--- src/rtl/fp16_pkg.sv ---
// Shared definitions for the half-precision adder datapath:
// field widths, alignment FSM states and operand field extractors.
package fp16_pkg;

   localparam int LARG_EXP   = 5;
   localparam int LARG_MANT  = 10;
   localparam int LARG_FP    = 1 + LARG_EXP + LARG_MANT;
   localparam int MAX_DESLOC = 12;
   localparam int LARG_CONT  = $clog2(MAX_DESLOC + 1);

   typedef enum logic [1:0] {
      IDLE,
      COMPARA,
      DESLOCA,
      PRONTO
   } estado_t;

   function automatic logic sinal_de(input logic [LARG_FP-1:0] op);
      return op[LARG_FP-1];
   endfunction

   function automatic logic [LARG_EXP-1:0] expoente_de(input logic [LARG_FP-1:0] op);
      return op[LARG_FP-2 -: LARG_EXP];
   endfunction

   function automatic logic [LARG_MANT-1:0] fracao_de(input logic [LARG_FP-1:0] op);
      return op[LARG_MANT-1:0];
   endfunction

endpackage

--- src/rtl/compara_expoente.sv ---
// Combinational front end of the alignment stage: picks the larger-exponent
// operand, restores hidden bits and computes the capped shift count.
module compara_expoente
   import fp16_pkg::*;
(
   input  logic [LARG_FP-1:0]    op_a,
   input  logic [LARG_FP-1:0]    op_b,
   output logic                  troca,
   output logic                  sinal_maior,
   output logic                  sinal_menor,
   output logic [LARG_EXP-1:0]   exp_maior,
   output logic [LARG_MANT+1:0]  mant_maior,
   output logic [LARG_MANT+1:0]  mant_menor,
   output logic [LARG_CONT-1:0]  cont
);

   logic [LARG_FP-1:0]  maior;
   logic [LARG_FP-1:0]  menor;
   logic [LARG_EXP-1:0] exp_menor;
   logic [LARG_EXP-1:0] diff;

   // NOTE: every output is assigned on every path, so no latches are inferred.
   always_comb begin
      troca       = expoente_de(op_b) > expoente_de(op_a);
      maior       = troca ? op_b : op_a;
      menor       = troca ? op_a : op_b;
      sinal_maior = sinal_de(maior);
      sinal_menor = sinal_de(menor);
      exp_maior   = expoente_de(maior);
      exp_menor   = expoente_de(menor);
      diff        = exp_maior - exp_menor;
      if (diff > LARG_EXP'(MAX_DESLOC))
         cont = LARG_CONT'(MAX_DESLOC);
      else
         cont = diff[LARG_CONT-1:0];
      // Hidden bit is 0 for subnormals (exponent field zero).
      mant_maior  = {1'b0, exp_maior != '0, fracao_de(maior)};
      mant_menor  = {1'b0, exp_menor != '0, fracao_de(menor)};
   end

endmodule

--- src/rtl/alinha_mantissa.sv ---
// Pre-add alignment stage: latches two fp16 operands, then shifts the smaller
// mantissa right one bit per clock until it lines up with the larger one.
module alinha_mantissa
   import fp16_pkg::*;
(
   input  logic                  clock,
   input  logic                  reset_n,
   input  logic                  inicio,
   input  logic [LARG_FP-1:0]    operando_A,
   input  logic [LARG_FP-1:0]    operando_B,
   output logic                  ocupado,
   output logic                  pronto,
   output logic                  troca,
   output logic                  sinal_Maior,
   output logic                  sinal_Menor,
   output logic [LARG_EXP-1:0]   expoente_Maior,
   output logic [LARG_MANT+1:0]  mantissa_Maior,
   output logic [LARG_MANT+1:0]  mantissa_Menor,
   output logic                  sticky
);

   estado_t               estado;
   logic [LARG_FP-1:0]    reg_a;
   logic [LARG_FP-1:0]    reg_b;
   logic [LARG_CONT-1:0]  cont;

   logic                  c_troca;
   logic                  c_sinal_maior;
   logic                  c_sinal_menor;
   logic [LARG_EXP-1:0]   c_exp_maior;
   logic [LARG_MANT+1:0]  c_mant_maior;
   logic [LARG_MANT+1:0]  c_mant_menor;
   logic [LARG_CONT-1:0]  c_cont;

   compara_expoente u_compara (
      .op_a        (reg_a),
      .op_b        (reg_b),
      .troca       (c_troca),
      .sinal_maior (c_sinal_maior),
      .sinal_menor (c_sinal_menor),
      .exp_maior   (c_exp_maior),
      .mant_maior  (c_mant_maior),
      .mant_menor  (c_mant_menor),
      .cont        (c_cont)
   );

   // NOTE: state and outputs update with non-blocking assignments so every
   // register samples its pre-edge value, independent of statement order.
   always_ff @(posedge clock) begin
      if (!reset_n) begin
         estado         <= IDLE;
         reg_a          <= '0;
         reg_b          <= '0;
         cont           <= '0;
         ocupado        <= 1'b0;
         pronto         <= 1'b0;
         troca          <= 1'b0;
         sinal_Maior    <= 1'b0;
         sinal_Menor    <= 1'b0;
         expoente_Maior <= '0;
         mantissa_Maior <= '0;
         mantissa_Menor <= '0;
         sticky         <= 1'b0;
      end else begin
         pronto <= 1'b0;
         unique case (estado)
            IDLE: begin
               // The cycle showing pronto is the tail of the last operation.
               if (inicio && !pronto) begin
                  reg_a   <= operando_A;
                  reg_b   <= operando_B;
                  ocupado <= 1'b1;
                  estado  <= COMPARA;
               end
            end
            COMPARA: begin
               troca          <= c_troca;
               sinal_Maior    <= c_sinal_maior;
               sinal_Menor    <= c_sinal_menor;
               expoente_Maior <= c_exp_maior;
               mantissa_Maior <= c_mant_maior;
               mantissa_Menor <= c_mant_menor;
               sticky         <= 1'b0;
               cont           <= c_cont;
               estado         <= (c_cont != '0) ? DESLOCA : PRONTO;
            end
            DESLOCA: begin
               mantissa_Menor <= mantissa_Menor >> 1;
               sticky         <= sticky | mantissa_Menor[0];
               cont           <= cont - 1'b1;
               if (cont == LARG_CONT'(1))
                  estado <= PRONTO;
            end
            PRONTO: begin
               pronto  <= 1'b1;
               ocupado <= 1'b0;
               estado  <= IDLE;
            end
            default: estado <= IDLE;
         endcase
      end
   end

endmodule

--- config.mk ---
export PLATFORM = sky130hd
export DESIGN_NAME = alinha_mantissa
export DESIGN_NICKNAME = d
export VERILOG_FILES = /design/src/rtl/fp16_pkg.sv /design/src/rtl/compara_expoente.sv /design/src/rtl/alinha_mantissa.sv
export SDC_FILE = /design/constraint.sdc
export NUM_CORES = 1
export LEC_CHECK = 0
export CAP_MARGIN = 25
export CORE_AREA = 2 2 88 90
export DETAILED_ROUTE_END_ITERATION = 10
export DIE_AREA = 0 0 90 92
export PLACE_DENSITY = 0.75
export REMOVE_ABC_BUFFERS = 1
export SYNTH_ARGS = -nofsm -noshare
export SYNTH_HDL_FRONTEND = slang
export SYNTH_SLANG_ARGS = --single-unit
--- constraint.sdc ---
create_clock -name clock -period 6.8 [get_ports clock]
set_input_delay 0.68 -clock clock [delete_from_list [all_inputs] [get_ports clock]]
set_output_delay 0.68 -clock clock [all_outputs]
set_load 0.05 [all_outputs]
Yosys cells after proc, flatten, opt, wreduce, memory -nomap -nowiden
Cells that the tools add are included.
{ "word_totals": {"input_bits": 35, "register_bits": 72, "elab_cells": 48} }
{ "op_classes": {"magnitude_cmp": 2, "n_eq_ne": 6, "add_sub_neg": 2, "bitwise_logic": 1, "n_mux": 13, "reduce_logical": 11} }
{ "ops": {"columns": ["op", "count"], "rows": [
  ["$mux W16", 2],
  ["$pmux W12 S2", 1],
  ["$reduce_bool A5 Y1", 2],
  ["$pmux W2 S4", 1],
  ["$pmux W4 S2", 1],
  ["$reduce_and A2 Y1", 3],
  ["$gt A5 B4 Y1 const B", 1],
  ["$gt A5 B5 Y1", 1],
  ["$sub A5 B5 Y5", 1],
  ["$eq A2 B2 Y1 const B", 2],
  ["$eq A4 B1 Y1 const B", 1],
  ["$mux W2", 2],
  ["$mux W4", 1],
  ["$ne A2 B2 Y1 const B", 2],
  ["$pmux W1 S2", 2],
  ["$reduce_bool A2 Y1", 2],
  ["$reduce_bool A4 Y1", 1],
  ["$sub A4 B1 Y4 const B", 1],
  ["$mux W1", 3],
  ["$eq A2 B1 Y1 const B", 1],
  ["$logic_not A2 Y1", 1],
  ["$logic_and A1 B1 Y1", 1],
  ["$logic_not A1 Y1", 1],
  ["$or A1 B1 Y1", 1]
]} }

Depth between registers and ports, before layout
Gate-level depths: netlist of run 1.
{ "logic_depth": {"ltp_word": 8, "mapped_depth": 14, "depth_no_buf": 12} }

By module
Synthesis of run 1 repeated with hierarchy kept, for this count alone.
{ "hier_totals": {"hier_cells": 464, "area_unflattened_um2": 3873.7} }
{ "modules_own_cells": {"columns": ["module", "seq_area_each_um2", "area_each_um2", "n_inst", "cells_per_inst"], "rows": [
  ["alinha_mantissa", 1461.4, 3062.9, 1, 322],
  ["compara_expoente", 0.0, 810.8, 1, 142]
]} }

Least setup slack after synthesis of run 1
OpenSTA, ideal clock, no wires.
{ "synth_path": {"kind": "register -> register", "startpoint": "reg reg_a[12]", "endpoint": "reg estado[0]", "path_buffers": 2, "stages_incl_launch_ff": 15, "required_time_ns": 6.730, "t_arrival_ns": 3.078, "synth_period_minus_slack_ns": 3.147, "slack_ns": 3.653, "setup_ns": 0.070, "path_cell_list": "dfxtp_1 inv_1 ha_1 and2_4 and3_4 buf_6 a21o_4 buf_6 a22oi_2 ha_1 a211oi_1 o311ai_1 xor2_1 or4_1 a21oi_1"} }
{ "synth_between": {"elab_chain_cells": 8, "elab_cells_between_ends": 9, "classes_between": "add/sub (1); order compare (2); mux (5); reduce/logical (1)"} }
{ "synth_lines": {"columns": ["item", "line_no", "source"], "rows": [
  ["from (decl)", "alinha_mantissa.sv:23", "logic [LARG_FP-1:0] reg_a;"],
  ["from (signal assigned)", "alinha_mantissa.sv:70", "reg_a <= operando_A;"],
  ["$gt A5 B5 Y1", "compara_expoente.sv:24", "troca = expoente_de(op_b) > expoente_de(op_a);"],
  ["$mux W16, on equally long branches", "compara_expoente.sv:25, compara_expoente.sv:26", null],
  ["$sub A5 B5 Y5 *", "compara_expoente.sv:31", "diff = exp_maior - exp_menor;"],
  ["$gt A5 B4 Y1", "compara_expoente.sv:32", "if (diff > LARG_EXP'(MAX_DESLOC))"],
  ["$mux W4 *", "compara_expoente.sv:32", null],
  ["$reduce_bool A4 Y1 *", "alinha_mantissa.sv:85", "estado <= (c_cont != '0) ? DESLOCA : PRONTO;"],
  ["$mux W1 *", "alinha_mantissa.sv:85", null],
  ["$pmux W2 S4 *", "alinha_mantissa.sv:66", "unique case (estado)"],
  ["to (signal assigned)", "alinha_mantissa.sv:85", null],
  ["to (decl)", "alinha_mantissa.sv:22", "estado_t estado;"]
]} }
Every way passes the cells marked *; elsewhere a longest branch is shown, timed or not.
A chain may end at the register's enable or synchronous reset.

Worst setup path after layout of run 1
{ "layout_path": {"startpoint": "reg reg_a[11]", "endpoint": "reg estado[0]"} }
The elaborated chain is that of the path after synthesis.

==> key figures, run 1 <==
STA
  • Post-layout min period: 3720 ps
  • Max Slew Vio Count: 0
  • Slew @ Worst Pin: 825 ps
  • Rel. slew slack: 45.0%
  • Final hold vios: 0
  • Max Clk Rate: approximately 270 MHz
  • Tcrit/Tclk final: 54.7%
  • Hold Worst Slack: 468 ps
  • Setup violators final: 0
  • Final TNS setup: 0 ps
  • RSZ-0062 raised after global routing: no
  • Layout Skew: 6.29 ps

Global route
  • Antenna violations before repair: 0
  • First-pass GRT wire length: 13.0 mm
  • Grt total ovfl: 0
  • Overall routing resource usage: between 10% and 20%
  • Pin count of the biggest net entering global routing: 72
  • Vias in the first global route: around 2,700

Clock network
  • CTS resizes: 0
  • Clock Path Buffers: 2
  • Clock Pin Slew Worst Setup and Hold Paths: 80 ps
  • Sink Count: 71
  • Hold bufs inserted after CTS: 0
  • Cts bufs inserted: 9
  • Setup Buffers After CTS: 0
  • Clock H-tree levels: 3
  • TritonCTS clock tree: built
  • Worst skew pair latency: 350 ps
  • CTS root buf: clkbuf_8

Placement
  • IO buf count: between 60 and 70
  • Dpl cell area: ~4300 um^2
  • Gpl congestion: approximately 0.83
  • Post-DP HPWL: around 5.1 mm

Worst setup path
  • Max incr delay on CP: ~550 ps
  • CP Capture Type: flip-flop
  • Reg2reg path depth: 12
  • FF-to-FF setup slack: 3080 ps
  • Worst Setup SP: reg_a[11]$_SDFFE_PN0P_
  • Crit-path most repeated cell: ha_1
  • Slowest CP cell: or4_1
  • CP Depth: 12
  • CP startpoint kind: flip-flop
  • Crit path required time: approximately 7100 ps
  • Crit-path leading delay family: compound AO/OA/AOI/OAI gates
  • Data arrival, critical path: 4000 ps
  • R2R Path End: estado[0]$_SDFFE_PN0P_
  • Crit Path Category: flip-flop to flip-flop
  • CP cell instances: inv_1 -> ha_1 -> nor2b_1 -> o311ai_4 -> a21o_4 -> a22oi_2 -> ha_1 -> a211oi_1 -> o311ai_1 -> xor2_1 -> or4_1 -> a21oi_1
  • Critical R2R Launch: reg_a[11]$_SDFFE_PN0P_
  • Crit path buffers/inverters: 1
  • Crit Path Max Fanout: 38

Hold path
  • Hold Path Depth: 2
  • Hold endpoint: reg_b[1]$_SDFFE_PN0P_
  • Hold crit path type: flip-flop to flip-flop
  • HP Start: reg_b[1]$_SDFFE_PN0P_

Detailed routing
  • DRT iter0 DRCs: between 70 and 80
  • Top Layer Used: met4
  • Metal-1 WL: between 3 and 4 mm
  • TritonRoute pass-1 iters: 4
  • WL/cell: 13.4 um
  • Vias: 2,991
  • Drt drc: 0
  • Metal3 WL: 324 um
  • Final WL: between 7 and 8 mm
  • WL met2: ~3.5 mm
  • Post-route ant nets: 0
  • Vias per inst: 5.24

Floorplanning
  • Num ports: 70
  • Starting Density: slightly below 50%
  • Die W: 90 um
  • Rows: 32
  • Die Ht: between 90 and 100 um
  • Core area: 7450 um^2
  • DIE AREA: just over 8000 um^2

Layout
  • Share of layout cells above drive strength 1: 5.97%
  • Commonest non-fill, non-tap cell in the layout: nand2_1
  • Fin nets: 511
  • Commonest cells after routing, fill and taps aside: nand2_1, dfxtp_1, clkdlybuf4s50_1, mux2i_1, a21boi_1
  • Fillers: 679
  • Area Growth Syn to Fin: 23.8%
  • ANT cells: 0
  • Design area: 4440 um^2

Logic synthesis
  • Yosys warns: 0
  • Sequential area share after synthesis: 39.6%
  • Synth Cell Area: roughly 3600 um^2
  • Post-synth EDFFs: 0
  • Syn Area/Cell: 8.69 um^2
  • Synth cell types: 47
  • Synth async-reset ratio: 0%
  • Synthesized instance count: between 400 and 500
  • Post-synth top flop: dfxtp_1
  • #FFs+latches synth: 71

Flow run
  • Max Cap Violations: 0

Pwr
  • Max IR drop VDD: approximately 230 uV
  • Pwr/cell area: 472 nW/um^2
  • Leak pwr: 1.89 nW
  • Power Total: 0.00210 W

Status
  • Outcome: complete, no violations
==> flip-flops by register name, summed over array words and instances, names as in the netlist <==
signal,count
reg_a,16
ocupado,1
troca,1
expoente_Maior,5
estado,2
mantissa_Maior,11
mantissa_Menor,11
pronto,1
reg_b,16
cont,4
sinal_Maior,1
sticky,1
sinal_Menor,1
==> metrics by stage <==
stage / util, % / instances / worst slack [ps]
floorplan: - / 383 / 3520
global placement: 57.3 / 555 / 3200
detailed placement: 57.3 / 555 / 3120
CTS: 59.6 / 571 / 3080
global route: 59.6 / 571 / 2800
finish: 59.6 / 571 / 3080
==> power breakdown <==
part / total [W] / internal (W) / switching [W]
sequential: 0.000612 / 0.000529 / 0.0000831
combinational: 0.00118 / 0.000456 / 0.000726
clock: 0.000304 / 0.000140 / 0.000163
==> worst min-delay path: cells and delay by family (launching register included) <==
kind | cells | cell delay, ps
AND/OR/NAND/NOR | 1 | 50
AO/OA/AOI/OAI | 1 | 50
flip-flops | 1 | 320
==> cell usage after synthesis, types with 3 or more instances <==
master | number | area share (%)
mux2i_1 | 36 | 10
a211oi_1 | 4 | 0.84
o21ai_1 | 10 | 1.4
inv_1 | 17 | 1.8
a21oi_1 | 12 | 1.7
o211a_1 | 17 | 4.7
and2_1 | 4 | 0.70
ha_1 | 12 | 4.2
o21ai_0 | 5 | 0.70
nor2b_1 | 14 | 2.4
a21boi_1 | 33 | 6.9
nor2_1 | 10 | 1.0
o221a_1 | 3 | 0.94
clkbuf_1 | 22 | 2.3
o211ai_1 | 3 | 0.63
nand2_1 | 96 | 10
dfxtp_1 | 71 | 40
buf_1 | 3 | 0.31
a2111oi_0 | 3 | 0.73
nor3_1 | 3 | 0.42
==> layout make-up <==
type                       count  area, um^2  area share (%)
clock inverter                 6        36.3           0.817
clock buffer                  10         138            3.10
timing repair buffer          70         688            15.5
tap                          102         128            2.87
sequential                    71        1420            32.0
inverter                      17        63.8            1.44
multi-input combinational    295        1970            44.3
==> cell families after synthesis <==
| logic type | after synthesis | synth area share [%] |
|---|---|---|
| AND/OR/NAND/NOR | 141 | 17.5 |
| AO/OA/AOI/OAI | 101 | 22.1 |
| flip-flops | 71 | 39.6 |
| buffers and inverters | 48 | 5.72 |
| multiplexers | 36 | 10.0 |
| adder cells (fa/ha/maj) | 12 | 4.19 |
| XOR/XNOR | 3 | 0.733 |
| other | 1 | 0.105 |
==> routing by layer <==
metal	global-route usage [%]	vias up
met5	0	-
met4	6.92	0
met3	4.27	9
met2	32.0	68
met1	24.7	1400
li1	-	1514
==> worst max-delay path by stage <==
stage,end,slack (ps)
2_1_floorplan,estado[0]$_SDFFE_PN0P_,3520
6_report,estado[0]$_SDFFE_PN0P_,3080
3_3_place_gp,estado[0]$_SDFFE_PN0P_,3200
5_1_grt,estado[0]$_SDFFE_PN0P_,2800
3_5_place_dp,estado[0]$_SDFFE_PN0P_,3120
4_1_cts,estado[0]$_SDFFE_PN0P_,3080
No activity file was read; power rests on OpenSTA's default activity.
==> inputs of run 2 (changes only) <==
--- a/config.mk
+++ b/config.mk
@@ -6,10 +6,10 @@
 export NUM_CORES = 1
 export LEC_CHECK = 0
 export CAP_MARGIN = 25
-export CORE_AREA = 2 2 88 90
+export CORE_AREA = 2 2 91 93
 export DETAILED_ROUTE_END_ITERATION = 10
-export DIE_AREA = 0 0 90 92
-export PLACE_DENSITY = 0.75
+export DIE_AREA = 0 0 93 95
+export PLACE_DENSITY = 0.74
 export REMOVE_ABC_BUFFERS = 1
 export SYNTH_ARGS = -nofsm -noshare
 export SYNTH_HDL_FRONTEND = slang
==> constraint.sdc (replaced) <==
create_clock -name clock -period 3.2 [get_ports clock]
set_input_delay 0.32 -clock clock [delete_from_list [all_inputs] [get_ports clock]]
set_output_delay 0.32 -clock clock [all_outputs]
set_load 0.05 [all_outputs]
==> key figures, run 2 (synthesis results as in run 1) <==
Pwr
  • Switching Fraction: 43.9% (-2.5 points)
  • Max IR drop VDD: 488 uV (+120%)
  • Net Switching: 0.00215 W (+120%)
  • Int Pwr: 0.00274 W (+140%)
  • Reg power frac: 26.6% (-2.6 points)
  • Leak pwr: 1.95 nW (+3.6%)
  • Clock power share: 18.4% (+3.9 points)
  • Pwr/cell area: 1060 nW/um^2 (+120%)
  • Combinational group share of total power: 55.0% (-1.4 points)

Flow run
  • Max Cap Violations: 0 (unchanged)

STA
  • Max Clk Rate: 309 MHz (+15%)
  • Max Slew Vio Count: 0 (unchanged)
  • Tcrit/Tclk final: 101% (+46 points)
  • PnR worst setup slack: -33.8 ps (-3110 ps)
  • Final hold vios: 0 (unchanged)
  • Rel. slew slack: 43.6% (-1.4 points)
  • Setup violators final: 1 (+1)
  • Post-layout min period: 3230 ps (-485 ps)
  • Final TNS setup: -33.8 ps (-33.8 ps)
  • Layout Skew: 7.06 ps (+0.765 ps)
  • Slew @ Worst Pin: 846 ps (+21.2 ps)

Detailed routing
  • WL/cell: 14.1 um (+5.1%)
  • Vias per inst: 5.29 (+0.94%)
  • TritonRoute pass-1 iters: 4 (unchanged)
  • Post-route ant nets: 0 (unchanged)
  • Final WL: 8.15 mm (+6.4%)
  • Drt drc: 0 (unchanged)
  • DRT iter0 DRCs: 200 (+160%)
  • Vias: 3,056 (+2.2%)

Layout
  • Fin nets: 515 (+0.78%)
  • Area of the multi-input gates: 2030 um^2 (+3.3%)
  • Sequential Area: 1430 um^2 (+0.44%)
  • Design area: 4630 um^2 (+4.2%)
  • Largest regs: reg_a: 16 flops, reg_b: 16 flops
  • Fillers: 692 (+1.9%)
  • Commonest cells after routing, fill and taps aside: nand2_1, dfxtp_1, clkdlybuf4s50_1, mux2i_1, a21boi_1
  • Share of layout cells above drive strength 1: 9.73% (+3.8 points)
  • ANT cells: 0 (unchanged)
  • Commonest non-fill, non-tap cell in the layout: nand2_1
  • Area Growth Syn to Fin: 29.0%

Status
  • Violated checks: setup timing
  • Outcome: complete, but fails checks

Clock network
  • TritonCTS clock tree: built
  • Clock H-tree levels: 3 (unchanged)
  • Sink Count: 71 (unchanged)
  • Cts bufs inserted: 9 (unchanged)
  • Clock Pin Slew Worst Setup and Hold Paths: 80 ps (about the same)
  • Worst skew pair latency: 350 ps (about the same)
  • Clock Path Buffers: 2 (unchanged)
  • CTS root buf: clkbuf_8

Floorplanning
  • Die W: 93 um (+3.3%)
  • Core area: 7930 um^2 (+6.5%)
  • Rows: 33 (+3.1%)
  • Num ports: 70 (unchanged)
  • DIE AREA: 8840 um^2 (+6.7%)
  • Die Ht: 95 um (+3.3%)
  • Starting Density: 45.2% (-2.9 points)

Worst setup path
  • Data arrival, critical path: 3530 ps (-470 ps)
  • CP Depth: 10 (-2)
  • Crit Path Category: flip-flop to flip-flop
  • Crit path required time: 3490 ps (-3590 ps)
  • Reg2reg path depth: 10 (-2)
  • Worst Setup SP: reg_a[12]$_SDFFE_PN0P_
  • CP Capture Type: flip-flop
  • Crit path buffers/inverters: 1 (unchanged)
  • Max incr delay on CP: 640 ps (+90 ps)
  • Critical R2R Launch: reg_a[12]$_SDFFE_PN0P_
  • Crit-path leading delay family: compound AO/OA/AOI/OAI gates
  • CP cell instances: inv_1 -> ha_2 -> or2_1 -> o311ai_4 -> a2111oi_1 -> a211oi_2 -> o311ai_2 -> xor2_2 -> a2111oi_0 -> o221a_1
  • Slowest CP cell: a2111oi_1
  • Crit Path Max Fanout: 7 (-82%)
  • CP startpoint kind: flip-flop

Placement
  • IO buf count: 67 (unchanged)
  • Pre-CTS setup slack: -60.0 ps (-3180 ps)
  • Gpl congestion: 0.936 (+13%)
  • Post-DP HPWL: 5.43 mm (+6.4%)
  • Dpl cell area: 4290 um^2 (+0.62%)

Hold path
  • Hold crit path type: input pin to flip-flop
  • HP Start: reset_n
  • Hold Path Depth: 3 (+1)

Global route
  • Antenna violations before repair: 0 (unchanged)
  • Pin count of the biggest net entering global routing: 38 (-47%)
  • Vias in the first global route: 2,884 (+5.0%)
  • Grt total ovfl: 0 (unchanged)
  • First-pass GRT wire length: 13.1 mm (+1.3%)
  • Overall routing resource usage: 18.8% (-0.50 points)
## run 2: changes by cell type in the layout (fill, tap and decap cells not counted), sizes merged
cell,before,now
buf,4,8
bufinv,0,3
clkbuf,10,11
clkinv,5,2
clkinvlp,1,0
## run 2: worst register-to-register path: cells and delay by family, from the launching register on
kind,cells,cell delay [ps]
flops,1,380
simple gates,1,170
fa+ha+maj,1,370
buf+inv,1,50
xor+xnor,1,180
compound gates,6,2020
## run 2: power by group through the flow
stage	clock (W)	combinational (W)	sequential [W]
2_1_floorplan	0	0.00143	0.00173
3_3_place_gp	0	0.00253	0.00130
3_5_place_dp	0	0.00256	0.00131
4_1_cts	0.000923	0.00259	0.00129
5_1_grt	0.000955	0.00291	0.00133
6_report	0.000902	0.00269	0.00130
## run 2: path summary, 6_finish.rpt
kind	endpoint	slack, ps
max	cont[0]$_SDFFE_PN0P_	-30
min reg2reg	reg_b[7]$_SDFFE_PN0P_	470
min	sticky$_SDFFE_PN0P_	470
max reg2reg	cont[0]$_SDFFE_PN0P_	-30
## run 2: timing repair
action,in CTS,in global routing
pin swaps,0,6
buffers inserted,0,1
gates resized for setup,2,14
setup endpoints to repair,1,3
hold buffers,0,0
## run 2: per-layer routing
| layer | track usage, % | part of all wire (%) | vias to the layer above |
|---|---|---|---|
| met5 | 0 | 0 | - |
| met4 | 9.07 | 2.1 | 0 |
| met3 | 5.67 | 6.5 | 18 |
| met2 | 30.9 | 48 | 82 |
| met1 | 22.4 | 43 | 1430 |
| li1 | - | - | 1526 |
## run 2: final cells by class
type                       instances  share of cell area [%]
multi-input combinational        295                    43.9
sequential                        71                    30.8
timing repair buffer              74                    15.5
clock buffer                      11                    3.27
tap                              105                    2.84
clock inverter                     5                    2.24
inverter                          17                    1.38
## run 2: through the flow
step	util [%]	power [W]	instances	hold slack, ps
6_report	58.4	0.00489	578	470
5_1_grt	58.4	0.00520	578	495
4_1_cts	57.5	0.00480	577	458
3_5_place_dp	54.2	0.00388	561	462
3_3_place_gp	54.2	0.00383	561	457
2_1_floorplan	-	0.00317	383	434
